--- src/rtl/imem_boot_controller_pkg.sv ---
// Shared definitions for the instruction-memory boot controller:
// the boot state encoding, default widths and the zero-fill word.
package imem_boot_controller_pkg;

  localparam int DEF_ADDR_W = 8;
  localparam int DEF_DATA_W = 32;

  typedef enum logic [1:0] {
    IDLE  = 2'd0,
    CLEAR = 2'd1,
    LOAD  = 2'd2,
    RUN   = 2'd3
  } boot_state_e;

  // Value written to every word during the zero-fill sweep.
  localparam logic [DEF_DATA_W-1:0] ZERO_WORD = '0;

endpackage

--- src/rtl/imem_addr_counter.sv ---
// Word pointer shared by the zero-fill sweep and the image load.
// Supports clear-to-zero, load-with-base and increment; tc flags the
// last word of the memory so the controller can end a sweep or catch
// an image that would run off the end.
module imem_addr_counter #(
  parameter int ADDR_W    = 8,
  parameter int LOAD_BASE = 0
) (
  input  logic              clk,
  input  logic              reset,
  input  logic              clr,
  input  logic              load_base,
  input  logic              inc,
  output logic [ADDR_W-1:0] ptr,
  output logic              tc
);

  // Base address reduced modulo the memory depth.
  localparam logic [ADDR_W-1:0] BASE = ADDR_W'(LOAD_BASE);

  // Pointer register; clear wins over load, load wins over increment.
  always_ff @(posedge clk or posedge reset) begin
    if (reset) begin
      ptr <= '0;
    end else if (clr) begin
      ptr <= '0;
    end else if (load_base) begin
      ptr <= BASE;
    end else if (inc) begin
      ptr <= ptr + ADDR_W'(1);
    end
  end

  assign tc = (ptr == {ADDR_W{1'b1}});

endmodule

--- src/rtl/imem_boot_controller.sv ---
// Boot sequencer for the instruction memory: zero-fills every word,
// streams a program image in over a valid/ready port, then releases
// the core. Owns the memory write port and holds the core stalled
// until the image is resident.
// Optional feature macro: IMEM_CHECKSUM_EN adds a running modulo sum
// of the accepted image words; without it checksum is tied to zero.
module imem_boot_controller
  import imem_boot_controller_pkg::*;
#(
  parameter int ADDR_W    = DEF_ADDR_W,
  parameter int DATA_W    = DEF_DATA_W,
  parameter int LOAD_BASE = 0
) (
  input  logic              clk,
  input  logic              reset,
  input  logic              start,
  input  logic              in_valid,
  input  logic [DATA_W-1:0] in_data,
  input  logic              in_last,
  output logic              in_ready,
  output logic              mem_we,
  output logic [ADDR_W-1:0] mem_waddr,
  output logic [DATA_W-1:0] mem_wdata,
  output logic              cpu_stall,
  output logic              boot_done,
  output logic              overflow,
  output logic [ADDR_W:0]   word_count,
  output logic [DATA_W-1:0] checksum
);

  // word_count saturates at the memory depth.
  localparam logic [ADDR_W:0] DEPTH_CNT = {1'b1, {ADDR_W{1'b0}}};

  boot_state_e       state, state_nxt;
  logic [ADDR_W-1:0] ptr;
  logic              ptr_tc;
  logic              ptr_clr, ptr_load, ptr_inc;
  logic              handshake;

  imem_addr_counter #(
    .ADDR_W    (ADDR_W),
    .LOAD_BASE (LOAD_BASE)
  ) u_addr_counter (
    .clk       (clk),
    .reset     (reset),
    .clr       (ptr_clr),
    .load_base (ptr_load),
    .inc       (ptr_inc),
    .ptr       (ptr),
    .tc        (ptr_tc)
  );

  // State register.
  always_ff @(posedge clk or posedge reset) begin
    if (reset) begin
      state <= IDLE;
    end else begin
      state <= state_nxt;
    end
  end

  // Next-state logic and memory/handshake decode; outputs follow the
  // registered state so in_ready never depends on in_valid.
  always_comb begin
    state_nxt = state;
    ptr_clr   = 1'b0;
    ptr_load  = 1'b0;
    ptr_inc   = 1'b0;
    handshake = 1'b0;
    in_ready  = 1'b0;
    cpu_stall = 1'b1;
    mem_we    = 1'b0;
    mem_waddr = ptr;
    mem_wdata = DATA_W'(ZERO_WORD);
    case (state)
      IDLE: begin
        if (start) begin
          ptr_clr   = 1'b1;
          state_nxt = CLEAR;
        end
      end
      CLEAR: begin
        mem_we = 1'b1;
        if (ptr_tc) begin
          ptr_load  = 1'b1;
          state_nxt = LOAD;
        end else begin
          ptr_inc = 1'b1;
        end
      end
      LOAD: begin
        in_ready  = 1'b1;
        handshake = in_valid;
        if (handshake) begin
          mem_we    = 1'b1;
          mem_wdata = in_data;
          // At the last word the pointer parks instead of wrapping.
          ptr_inc   = ~ptr_tc;
          if (in_last || ptr_tc) begin
            state_nxt = RUN;
          end
        end
      end
      RUN: begin
        cpu_stall = 1'b0;
        if (start) begin
          ptr_clr   = 1'b1;
          state_nxt = CLEAR;
        end
      end
      default: begin
        state_nxt = IDLE;
      end
    endcase
  end

  // Status: boot_done pulse on entry to RUN, sticky overflow and the
  // saturating accepted-word count, all cleared when a boot starts.
  always_ff @(posedge clk or posedge reset) begin
    if (reset) begin
      boot_done  <= 1'b0;
      overflow   <= 1'b0;
      word_count <= '0;
    end else begin
      boot_done <= (state == LOAD) && (state_nxt == RUN);
      if (ptr_clr) begin
        overflow   <= 1'b0;
        word_count <= '0;
      end else if (handshake) begin
        if (word_count != DEPTH_CNT) begin
          word_count <= word_count + (ADDR_W+1)'(1);
        end
        if (ptr_tc && !in_last) begin
          overflow <= 1'b1;
        end
      end
    end
  end

`ifdef IMEM_CHECKSUM_EN
  logic [DATA_W-1:0] checksum_acc;

  // Running modulo sum of accepted image words; frozen once in RUN.
  always_ff @(posedge clk or posedge reset) begin
    if (reset) begin
      checksum_acc <= '0;
    end else if (ptr_clr) begin
      checksum_acc <= '0;
    end else if (handshake) begin
      checksum_acc <= checksum_acc + in_data;
    end
  end

  assign checksum = checksum_acc;
`else
  assign checksum = '0;
`endif

endmodule

--- config.mk ---
export PLATFORM = sky130hd
export DESIGN_NAME = imem_boot_controller
export DESIGN_NICKNAME = d
export VERILOG_FILES = /design/src/rtl/imem_boot_controller_pkg.sv /design/src/rtl/imem_addr_counter.sv /design/src/rtl/imem_boot_controller.sv
export SDC_FILE = /design/constraint.sdc
export NUM_CORES = 1
export LEC_CHECK = 0
export CAP_MARGIN = 10
export CELL_PAD_IN_SITES_DETAIL_PLACEMENT = 0
export CELL_PAD_IN_SITES_GLOBAL_PLACEMENT = 1
export CORE_AREA = 2 2 85 87
export DETAILED_ROUTE_END_ITERATION = 10
export DIE_AREA = 0 0 87 89
export HOLD_SLACK_MARGIN = 0.1
export PLACE_DENSITY_LB_ADDON = 0.05
export SYNTH_ARGS = -nofsm -noshare
export SYNTH_HDL_FRONTEND = slang
export SYNTH_SLANG_ARGS = --single-unit
--- constraint.sdc ---
create_clock -name clk -period 3.8 [get_ports clk]
set_input_delay 0.95 -clock clk [delete_from_list [all_inputs] [get_ports clk]]
set_output_delay 0.95 -clock clk [all_outputs]
set_load 0.02 [all_outputs]
# Word level (Yosys, flattened, before mapping)
# Cells that the tools add are included.
classes:
  reduce_logical: 12
  eq_ne: 6
  mux: 28
  n_addsub: 2
  bitwise: 1
ops:
  columns: ["operator", "count"]
  rows:
  - ["32-bit two-way mux", 2]
  - ["9-bit two-way mux", 3]
  - ["8-bit two-way mux", 3]
  - ["1-bit two-way mux", 13]
  - ["9-bit by 1-bit adder with 9-bit output, second input constant", 1]
  - ["9-bit != test, second input constant", 1]
  - ["8-bit by 1-bit adder with 8-bit output, second input constant", 1]
  - ["8-bit equality test, second input constant", 1]
  - ["2-bit two-way mux", 4]
  - ["2-bit equality test, second input constant", 3]
  - ["2-bit one-hot mux with 3 select lines", 1]
  - ["2-bit nonzero test", 3]
  - ["1-bit one-hot mux with 2 select lines", 2]
  - ["2-bit AND reduction", 2]
  - ["3-bit nonzero test", 1]
  - ["2-bit by 1-bit equality test with 1-bit output, second input constant", 1]
  - ["1-bit logical AND", 2]
  - ["2-bit logical NOT", 1]
  - ["2-bit OR reduction", 1]
  - ["1-bit logical NOT", 1]
  - ["1-bit logical OR", 1]
  - ["1-bit inverter", 1]
word_totals:
  in_bits: 37
  word_cells: 54
  reg_bits: 21
  out_inout_bits: 86

# Depth between registers and ports, before layout
# Gate-level depths: netlist of the first run.
logic_depth:
  depth_word: 7
  ltp_mapped: 7
  mapped_depth_nobuf: 6

# By module
# A second synthesis of the first run with hierarchy kept.
unflattened:
  hier_cells: 201
  hier_area_um2: 1655.3
by_module_without_submodules:
  columns: ["mod", "n_inst", "area_each_um2", "cells_each", "seq_area_each_um2"]
  rows:
  - ["imem_boot_controller", 1, 1257.5, 160, 325.3]
  - ["imem_addr_counter", 1, 397.9, 41, 200.2]

# Worst setup path before layout of the first run
# OpenSTA, ideal clock, no wires.
synth_timing:
  path_kind: "flip-flop to output port"
  from: "register state[0]"
  to: "output port mem_wdata[22]"
  t_arrival_ps: 1538
  n_path_buf: 2
  stages_incl_launch_ff: 6
  t_required_ps: 2850
  path_slack_ps: 1312
  cell_sequence: "dfrtp_1 inv_1 ha_1 clkbuf_1 clkbuf_1 and3_1"
synth_between:
  elab_chain_len: 2
synth_lines:
  columns: ["item", "line_no", "rtl"]
  rows:
  - ["start, declared", "imem_boot_controller.sv:34", "boot_state_e state, state_nxt;"]
  - ["start signal, assigned", "imem_boot_controller.sv:58", "state <= state_nxt;"]
  - ["2-bit equality test", "imem_boot_controller.sv:75", "case (state)"]
  - ["32-bit two-way mux", "imem_boot_controller.sv:75", null]
  - ["end, declared", "imem_boot_controller.sv:23", "output logic [DATA_W-1:0] mem_wdata,"]
# Every way passes these cells.

# Worst setup path after layout of the first run
layout_timing:
  from: "input port in_valid"
  to: "output port mem_we"
layout_between:
  elab_chain_len: 2
layout_lines:
  columns: ["item", "line_no", "rtl"]
  rows:
  - ["start, declared", "imem_boot_controller.sv:17", "input logic in_valid,"]
  - ["1-bit two-way mux", "imem_boot_controller.sv:94", "if (handshake) begin"]
  - ["1-bit one-hot mux with 2 select lines", "imem_boot_controller.sv:75", null]
  - ["end, declared", "imem_boot_controller.sv:21", "output logic mem_we,"]
# Every way passes these cells.

==> results of run 1 <==
## cell type report
class | instances | area share
Sequential cell | 21 | 0.202
Timing Repair Buffer | 94 | 0.363
Clock buffer | 4 | 0.0173
Inverter | 10 | 0.0145
Multi-Input combinational cell | 161 | 0.364
Tap cell | 80 | 0.0385
## sequential cells by signal, summed over array words and instances (netlist names)
register	count
boot_done	1
word_count	9
u_addr_counter.ptr	8
state	2
overflow	1
## worst reg2reg max path, delay by kind of cell, from the launching register on
kind	cells	cell delay, ns
fa+ha+maj	1	0.37
buf+inv	1	0.07
compound gates	2	0.75
flops	1	0.44
simple gates	2	0.40
## logic make-up (layout without fill, tap and decap cells)
| family | after synthesis | after routing | synth area share |
|---|---|---|---|
| other | 1 | 32 | 0.00224 |
| AOI/OAI and AO/OA | 30 | 30 | 0.119 |
| adders and majority gates | 6 | 6 | 0.0448 |
| and+or+nand+nor | 84 | 84 | 0.282 |
| buffers and inverters | 51 | 108 | 0.191 |
| muxes | 1 | 1 | 0.00598 |
| DFF | 21 | 21 | 0.314 |
| xor gates and xnor gates | 8 | 8 | 0.0419 |
## worst paths after layout
path	end	startpoint	cells past startpoint	slack [ns]
worst min register to register	overflow$_DFFE_PP0P_	overflow$_DFFE_PP0P_	1	0.50
worst max register to register	u_addr_counter.ptr[1]$_DFFE_PP0P_	state[0]$_DFF_PP0_	6	1.67
worst min-delay path	overflow$_DFFE_PP0P_	overflow$_DFFE_PP0P_	1	0.50
worst max-delay path	mem_we	in_valid	5	0.35
max in group asynchronous	state[1]$_DFF_PP0_	reset	2	2.11
min in group asynchronous	u_addr_counter.ptr[0]$_DFFE_PP0P_	reset	2	1.16
## cells in the mapped netlist (3+ instances only)
library cell and instances:
nand3_1 7, a31oi_1 3, xor2_1 6, or3_1 4, inv_1 10, o21ai_0 8, ha_1 6, nand2_1 9
clkbuf_1 8, nand4_1 7, dfrtp_1 21, a21oi_1 7, nor2_1 11, buf_4 32, and3_1 37, and2_1 3
## power by group through the flow
stage	clock network (uW)	logic [uW]	registers (uW)
2_1_floorplan	0	59.1	228
3_3_place_gp	0	75.9	228
3_5_place_dp	0	76.1	228
4_1_cts	160	76.3	223
5_1_grt	169	82.2	223
6_report	154	76.1	223
## per-stage QoR
step	hold slack [ns]	instance area [um2]
final	0.500	2600
after global routing	0.549	2600
after CTS	0.509	2600
after detailed placement	0.487	2550
after global placement	0.487	2550
after floorplan	0.544	1790
## layer usage
layer | up-vias | part of all wire | track usage
met3 | 5 | 0.099 | 0.0249
met1 | 740 | 0.43 | 0.148
li1 | 825 | - | -
met5 | - | 0 | 0
met4 | 0 | 0.011 | 0.0384
met2 | 89 | 0.46 | 0.200
==> PnR_summary.wiki, run 1 <==
{| class="wikitable"
! Metric !! Value
|-
| Total number of nets in the final design || between 300 and 400
|-
| Final setup TNS || 0 ns
|-
| Share of the synthesized area in the top cell type || 0.314
|-
| Multi-input logic area || roughly 950 um2
|-
| Routed length per placed instance || 13.3 um
|-
| Clk Tree Root Cell || clkbuf_8
|-
| Part of the Yosys area used for sequential elements || 0.314
|-
| Clock tree from TritonCTS || done
|-
| First-pass iteration count of the detailed router || 4
|-
| Post-DP HPWL || 3780 um
|-
| Filler cell count in the final layout || 700
|-
| Worst-Skew Late Latency || 0.26 ns
|-
| Vias in the first global route || between 1000 and 1500
|-
| Main flop type after synthesis || dfrtp_1
|-
| Count of flip-flops with a built-in enable after synthesis || 0
|-
| Buffers and inverters on the worst path || 3
|-
| Share of flip-flops with an asynchronous set or reset || 1.00
|-
| Number of buffers on the longest clock path || 2
|-
| Combinational fraction of design power || 0.168
|-
| Type of the worst setup path || input port to primary output
|-
| Cell type with the largest total area after synthesis || dfrtp_1
|-
| Gate count after technology mapping || slightly above 200
|-
| Clock-pin slew reported for the worst setup and hold paths after clock tree synthesis || 0.08 ns
|-
| Count of final hold-check violations || 0
|-
| Max Cap Violations || 0
|-
| Flop pwr share || 0.492
|-
| Worst min path class || flip-flop to flip-flop
|-
| Power density relative to cell area || roughly 170 nW/um2
|-
| Outcome || finished, final reports clean
|-
| Total power draw || 454 uW
|-
| Deepest level of the CTS H-tree || 1
|-
| Share of the clock period used by the worst path after layout || 0.907
|-
| Number of cell rows || 30
|-
| Area occupied by registers || 526 um2
|-
| Clock skew || 0.00181 ns
|-
| Synthesis-stage register bit count || 21
|-
| Kind of launch point of the worst setup path || input port
|-
| Number of buffers inserted during clock tree synthesis || 3
|-
| Stage delay of the slowest cell on the critical path || 0.63 ns
|-
| Critical Path Fanout Max || 36
|-
| CP max-delay cell || clkdlybuf4s50_1
|-
| Share of post-route cells with drive strength above 1 || 0.0276
|-
| Routability congestion estimate || ~0.73
|-
| Total net switching power || 121 uW
|-
| Wire length of the first global-routing pass || 7200 um
|-
| Antenna diode instance count || 0
|-
| Post-synth cell types || 35
|-
| Total die area || 7740 um2
|-
| Setup ws final || about 0.35 ns
|-
| Horizontal die dimension || just under 90 um
|-
| Most frequent cells in the layout || clkdlybuf4s50_1, and3_1, conb_1, dfrtp_1, nor2_1
|-
| Cts-stage hold buffer count || 0
|-
| Die Height || about 89 um
|-
| Cell class contributing the biggest share of worst-path delay || buffers and inverters
|-
| Leakage power figure || 0.00124 uW
|-
| Headroom to the max-slew limit || 0.420
|-
| Initial antenna violation count || 0
|-
| I/O Buffers || 90
|-
| Worst-Margin Slew || 0.869 ns
|-
| Number of design rule violations left after detail routing || 0
|-
| Count of pins on the block boundary || 123
|-
| Share of power burned in the clock network || 0.340
|-
| Number of standard cells in the final layout excluding fillers || 370
|-
| RSZ-0062 raised after global routing || false
|-
| Congestion Overflow GR || 0
|-
| Cell Count Post-Placement || 366
|-
| Iter 0 DRT Violations || 35
|-
| Worst voltage drop across the vdd grid || roughly 0.13 mV
|-
| Final Max Slew Viols || 0
|-
| Detailed-route wire length || between 4000 and 5000 um
|-
| ANT nets after route || 0
|-
| Most frequent standard cell in the layout excluding fill and tap cells || clkdlybuf4s50_1
|-
| Worst path required time || roughly 2.9 ns
|-
| Power Internal || 332 uW
|-
| Cts repair resizes || 0
|-
| Final setup violation count || 0
|-
| Syn-to-layout area delta || 55.2%
|-
| Largest net degree at the start of global routing || 37
|-
| Top cell by count, worst path || clkdlybuf4s50_1
|-
| Max Fclk || approximately 290 MHz
|-
| Minimum period implied by the final worst setup slack || 3.45 ns
|-
| Switching share of power || 0.267
|-
| Top area cells in the synthesized netlist || dfrtp_1, buf_4, and3_1
|-
| Arrival time worst endpoint || 2.50 ns
|-
| Series of cell instances along the critical path || clkdlybuf4s50_1 -> buf_12 -> a21oi_1 -> nor2_1 -> clkdlybuf4s50_1
|-
| Avg Vias per Cell || 4.48
|-
| Total routing usage reported by global routing || 0.117
|-
| Combined area of all synthesized cells || 1670 um2
|-
| Total number of vias || roughly 1700
|-
| Count of clock tree sinks || 21
|-
| Starting utilization of the core area || 0.249
|-
| Number of buffers added for setup after CTS || 0
|-
| Placement-stage worst setup slack || 0.339 ns
|-
| Critical path endpoint category || primary output
|-
| Utilization of the core after routing || 0.387
|-
| Synth warn || 0
|-
| Mean post-synth cell area || 8.29 um2
|-
| Floorplan Core Area || 6720 um2
|}
Note: power is estimated with default switching activity, not from simulation.
==> run 2, diff against run 1 <==
--- a/config.mk
+++ b/config.mk
@@ -8,9 +8,9 @@
 export CAP_MARGIN = 10
 export CELL_PAD_IN_SITES_DETAIL_PLACEMENT = 0
 export CELL_PAD_IN_SITES_GLOBAL_PLACEMENT = 1
-export CORE_AREA = 2 2 85 87
+export CORE_AREA = 2 2 119 63
 export DETAILED_ROUTE_END_ITERATION = 10
-export DIE_AREA = 0 0 87 89
+export DIE_AREA = 0 0 121 65
 export HOLD_SLACK_MARGIN = 0.1
 export PLACE_DENSITY_LB_ADDON = 0.05
 export SYNTH_ARGS = -nofsm -noshare
==> run 2 against run 1 <==
Effect of this change:
- design area increased by 2.1%
- via count up 0.78%
- wire length rose by 14%
- highest routed layer unchanged
- first-iteration DRC count rose by 80%
- fmax decreased by 0.78%
- utilization is 0.57 points lower
- sequential cell count unchanged
- combinational power barely moved
- sequential share of layout area shrank 0.42 points
- worst hold slack improved by 0.013 ns
- critical path depth is the same
==> PnR_summary.wiki, run 2 (same netlist as run 1, synthesis figures left out) <==
{| class="wikitable"
! Metric !! Value
|-
| Reg2Reg Setup Slack || 1.63 ns (was 1.67 ns)
|-
| Post-layout instance area || 2650 um2 (was 2600 um2)
|-
| Cell Count Post-Placement || 382 (was 366)
|-
| Total number of vias || 1672 (was 1659)
|-
| Antenna diode instance count || 0 (unchanged)
|-
| Series of cell instances along the critical path || clkdlybuf4s50_1 -> buf_12 -> a21oi_1 -> nor2_1 -> clkdlybuf4s50_1 (unchanged)
|-
| Number of standard cells in the final layout excluding fillers || 386 (was 370)
|-
| Total routing usage reported by global routing || 0.144 (was 0.117)
|-
| Final Max Slew Viols || 0 (unchanged)
|-
| Avg Vias per Cell || 4.33 (was 4.48)
|-
| First-pass iteration count of the detailed router || 4 (unchanged)
|-
| Crit Reg-Reg Startpoint || state[0]$_DFF_PP0_ (unchanged)
|-
| Leakage power figure || 0.00126 uW (was 0.00124 uW)
|-
| Critical Path Fanout Max || 36 (unchanged)
|-
| Cells on worst reg2reg path || 6 (unchanged)
|-
| Worst min path class || flip-flop to flip-flop (unchanged)
|-
| Max FFs per register || 9 (unchanged)
|-
| Die Height || 65 um (was 89 um)
|-
| Cts repair resizes || 0 (unchanged)
|-
| Routability congestion estimate || 0.759 (was 0.729)
|-
| Stage delay of the slowest cell on the critical path || 0.63 ns (about the same)
|-
| RSZ-0062 raised after global routing || false (unchanged)
|-
| Wire length of the first global-routing pass || 8770 um (was 7200 um)
|-
| Detailed-route wire length || 5620 um (was 4940 um)
|-
| Kind of launch point of the worst setup path || input port (unchanged)
|-
| Crit path capture || mem_we (unchanged)
|-
| Floorplan Core Area || 6960 um2 (was 6720 um2)
|-
| Number of buffers on the longest clock path || 2 (unchanged)
|-
| Clock-pin slew reported for the worst setup and hold paths after clock tree synthesis || 0.06 ns (was 0.08 ns)
|-
| Vias in the first global route || 1504 (was 1462)
|-
| Worst path required time || 2.85 ns (about the same)
|-
| ANT nets after route || 0 (unchanged)
|-
| Clk Tree Root Cell || clkbuf_16 (was clkbuf_8)
|-
| Power density relative to cell area || 200 nW/um2 (was 175 nW/um2)
|-
| Number of design rule violations left after detail routing || 0 (unchanged)
|-
| Worst-Margin Slew || 0.879 ns (was 0.869 ns)
|-
| Depth of the worst hold-timing path || 1 (unchanged)
|-
| Max Fclk || 288 MHz (was 290 MHz)
|-
| Initial antenna violation count || 0 (unchanged)
|-
| Minimum period implied by the final worst setup slack || 3.48 ns (was 3.45 ns)
|-
| Clock tree from TritonCTS || done (unchanged)
|-
| Total power draw || 530 uW (was 454 uW)
|-
| Worst r2r dst || u_addr_counter.ptr[1]$_DFFE_PP0P_ (unchanged)
|-
| Count of pins on the block boundary || 123 (unchanged)
|-
| Share of post-route cells with drive strength above 1 || 0.0310 (was 0.0276)
|-
| Max Cap Violations || 0 (unchanged)
|-
| Congestion Overflow GR || 0 (unchanged)
|-
| Most frequent standard cell in the layout excluding fill and tap cells || clkdlybuf4s50_1 (unchanged)
|-
| Top flop regs || word_count x9, u_addr_counter.ptr x8, state x2 (unchanged)
|-
| Most frequent cells in the layout || clkdlybuf4s50_1, and3_1, conb_1, dfrtp_1, nor2_1 (unchanged)
|-
| Largest net degree at the start of global routing || 37 (unchanged)
|-
| Worst voltage drop across the vdd grid || 0.142 mV (was 0.127 mV)
|-
| Area occupied by registers || 526 um2 (unchanged)
|-
| I/O Buffers || 90 (unchanged)
|-
| Largest reg by FF count || word_count (unchanged)
|-
| Buffers and inverters on the worst path || 3 (unchanged)
|-
| Filler cell count in the final layout || 739 (was 700)
|-
| Cell area after placement || 2570 um2 (was 2550 um2)
|-
| Top cell by count, worst path || clkdlybuf4s50_1 (unchanged)
|-
| Number of gates on the worst path with buffers counted || 5 (unchanged)
|-
| Cell class contributing the biggest share of worst-path delay || buffers and inverters (unchanged)
|-
| Horizontal die dimension || 121 um (was 87 um)
|-
| Routed length per placed instance || 14.6 um (was 13.3 um)
|-
| CP max-delay cell || clkdlybuf4s50_1 (unchanged)
|-
| Outcome || finished, final reports clean (unchanged)
|-
| Deepest level of the CTS H-tree || 1 (unchanged)
|-
| Type of the worst setup path || input port to primary output (unchanged)
|-
| Number of buffers inserted during clock tree synthesis || 3 (unchanged)
|-
| Final setup violation count || 0 (unchanged)
|-
| Syn-to-layout area delta || 58.4% (was 55.2%)
|-
| Worst setup path start || in_valid (unchanged)
|-
| Post-DP HPWL || 4370 um (was 3780 um)
|-
| Multi-input logic area || 946 um2 (unchanged)
|-
| Final setup TNS || 0 ns (unchanged)
|-
| Headroom to the max-slew limit || 0.414 (was 0.420)
|-
| Count of final hold-check violations || 0 (unchanged)
|-
| Arrival time worst endpoint || 2.53 ns (was 2.50 ns)
|-
| Critical path endpoint category || primary output (unchanged)
|-
| Number of buffers added for setup after CTS || 0 (unchanged)
|-
| Count of clock tree sinks || 21 (unchanged)
|-
| Cts-stage hold buffer count || 0 (unchanged)
|-
| Clock skew || 0.00562 ns (was 0.00181 ns)
|-
| Iter 0 DRT Violations || 63 (was 35)
|-
| Worst-Skew Late Latency || 0.26 ns (about the same)
|-
| Starting utilization of the core area || 0.240 (was 0.249)
|-
| Share of the clock period used by the worst path after layout || 0.915 (was 0.907)
|-
| Number of cell rows || 22 (was 30)
|-
| Total number of nets in the final design || 334 (unchanged)
|-
| Total die area || 7870 um2 (was 7740 um2)
|}
==> run 2: cell count changes in the layout (fill, tap and decap cells not counted), sizes merged <==
| cell | previous run | this run |
|---|---|---|
| clkinv | 0 | 1 |
| clkbuf | 4 | 3 |
==> run 2: layer usage <==
metal	track usage	wire [um]
met2	0.201	2230
met3	0.0343	380
met1	0.222	2980
met4	0.0262	29
met5	0	0
==> run 2: worst min-delay path by stage <==
stage                                    start  slack (ns)                   end
after floorplan             state[1]$_DFF_PP0_        0.54    state[1]$_DFF_PP0_
after global placement    overflow$_DFFE_PP0P_        0.49  overflow$_DFFE_PP0P_
after detailed placement  overflow$_DFFE_PP0P_        0.49  overflow$_DFFE_PP0P_
after CTS                 overflow$_DFFE_PP0P_        0.52  overflow$_DFFE_PP0P_
after global routing      overflow$_DFFE_PP0P_        0.53  overflow$_DFFE_PP0P_
final                     overflow$_DFFE_PP0P_        0.51  overflow$_DFFE_PP0P_
==> run 2: area by class of cell <==
type	count	area share
Sequential cell	21	0.198
Timing Repair Buffer	94	0.356
Clock inverter	1	0.00189
Inverter	10	0.0142
Multi-Input combinational cell	161	0.357
Tap cell	96	0.0453
Clock buffer	3	0.0283
==> run 2: through the flow <==
step / utilization / hold WS, ns / setup WS (ns)
after floorplan: - / 0.544 / 1.31
after global placement: 0.369 / 0.494 / 0.337
after detailed placement: 0.369 / 0.491 / 0.330
after CTS: 0.381 / 0.516 / 0.329
after global routing: 0.381 / 0.533 / 0.246
final: 0.381 / 0.512 / 0.325
==> run 2: power by group <==
| part | internal (uW) | switching (uW) |
|---|---|---|
| registers | 224 | 0 |
| logic | 34.3 | 41.8 |
| clock network | 142 | 89.2 |
| total | 399 | 131 |
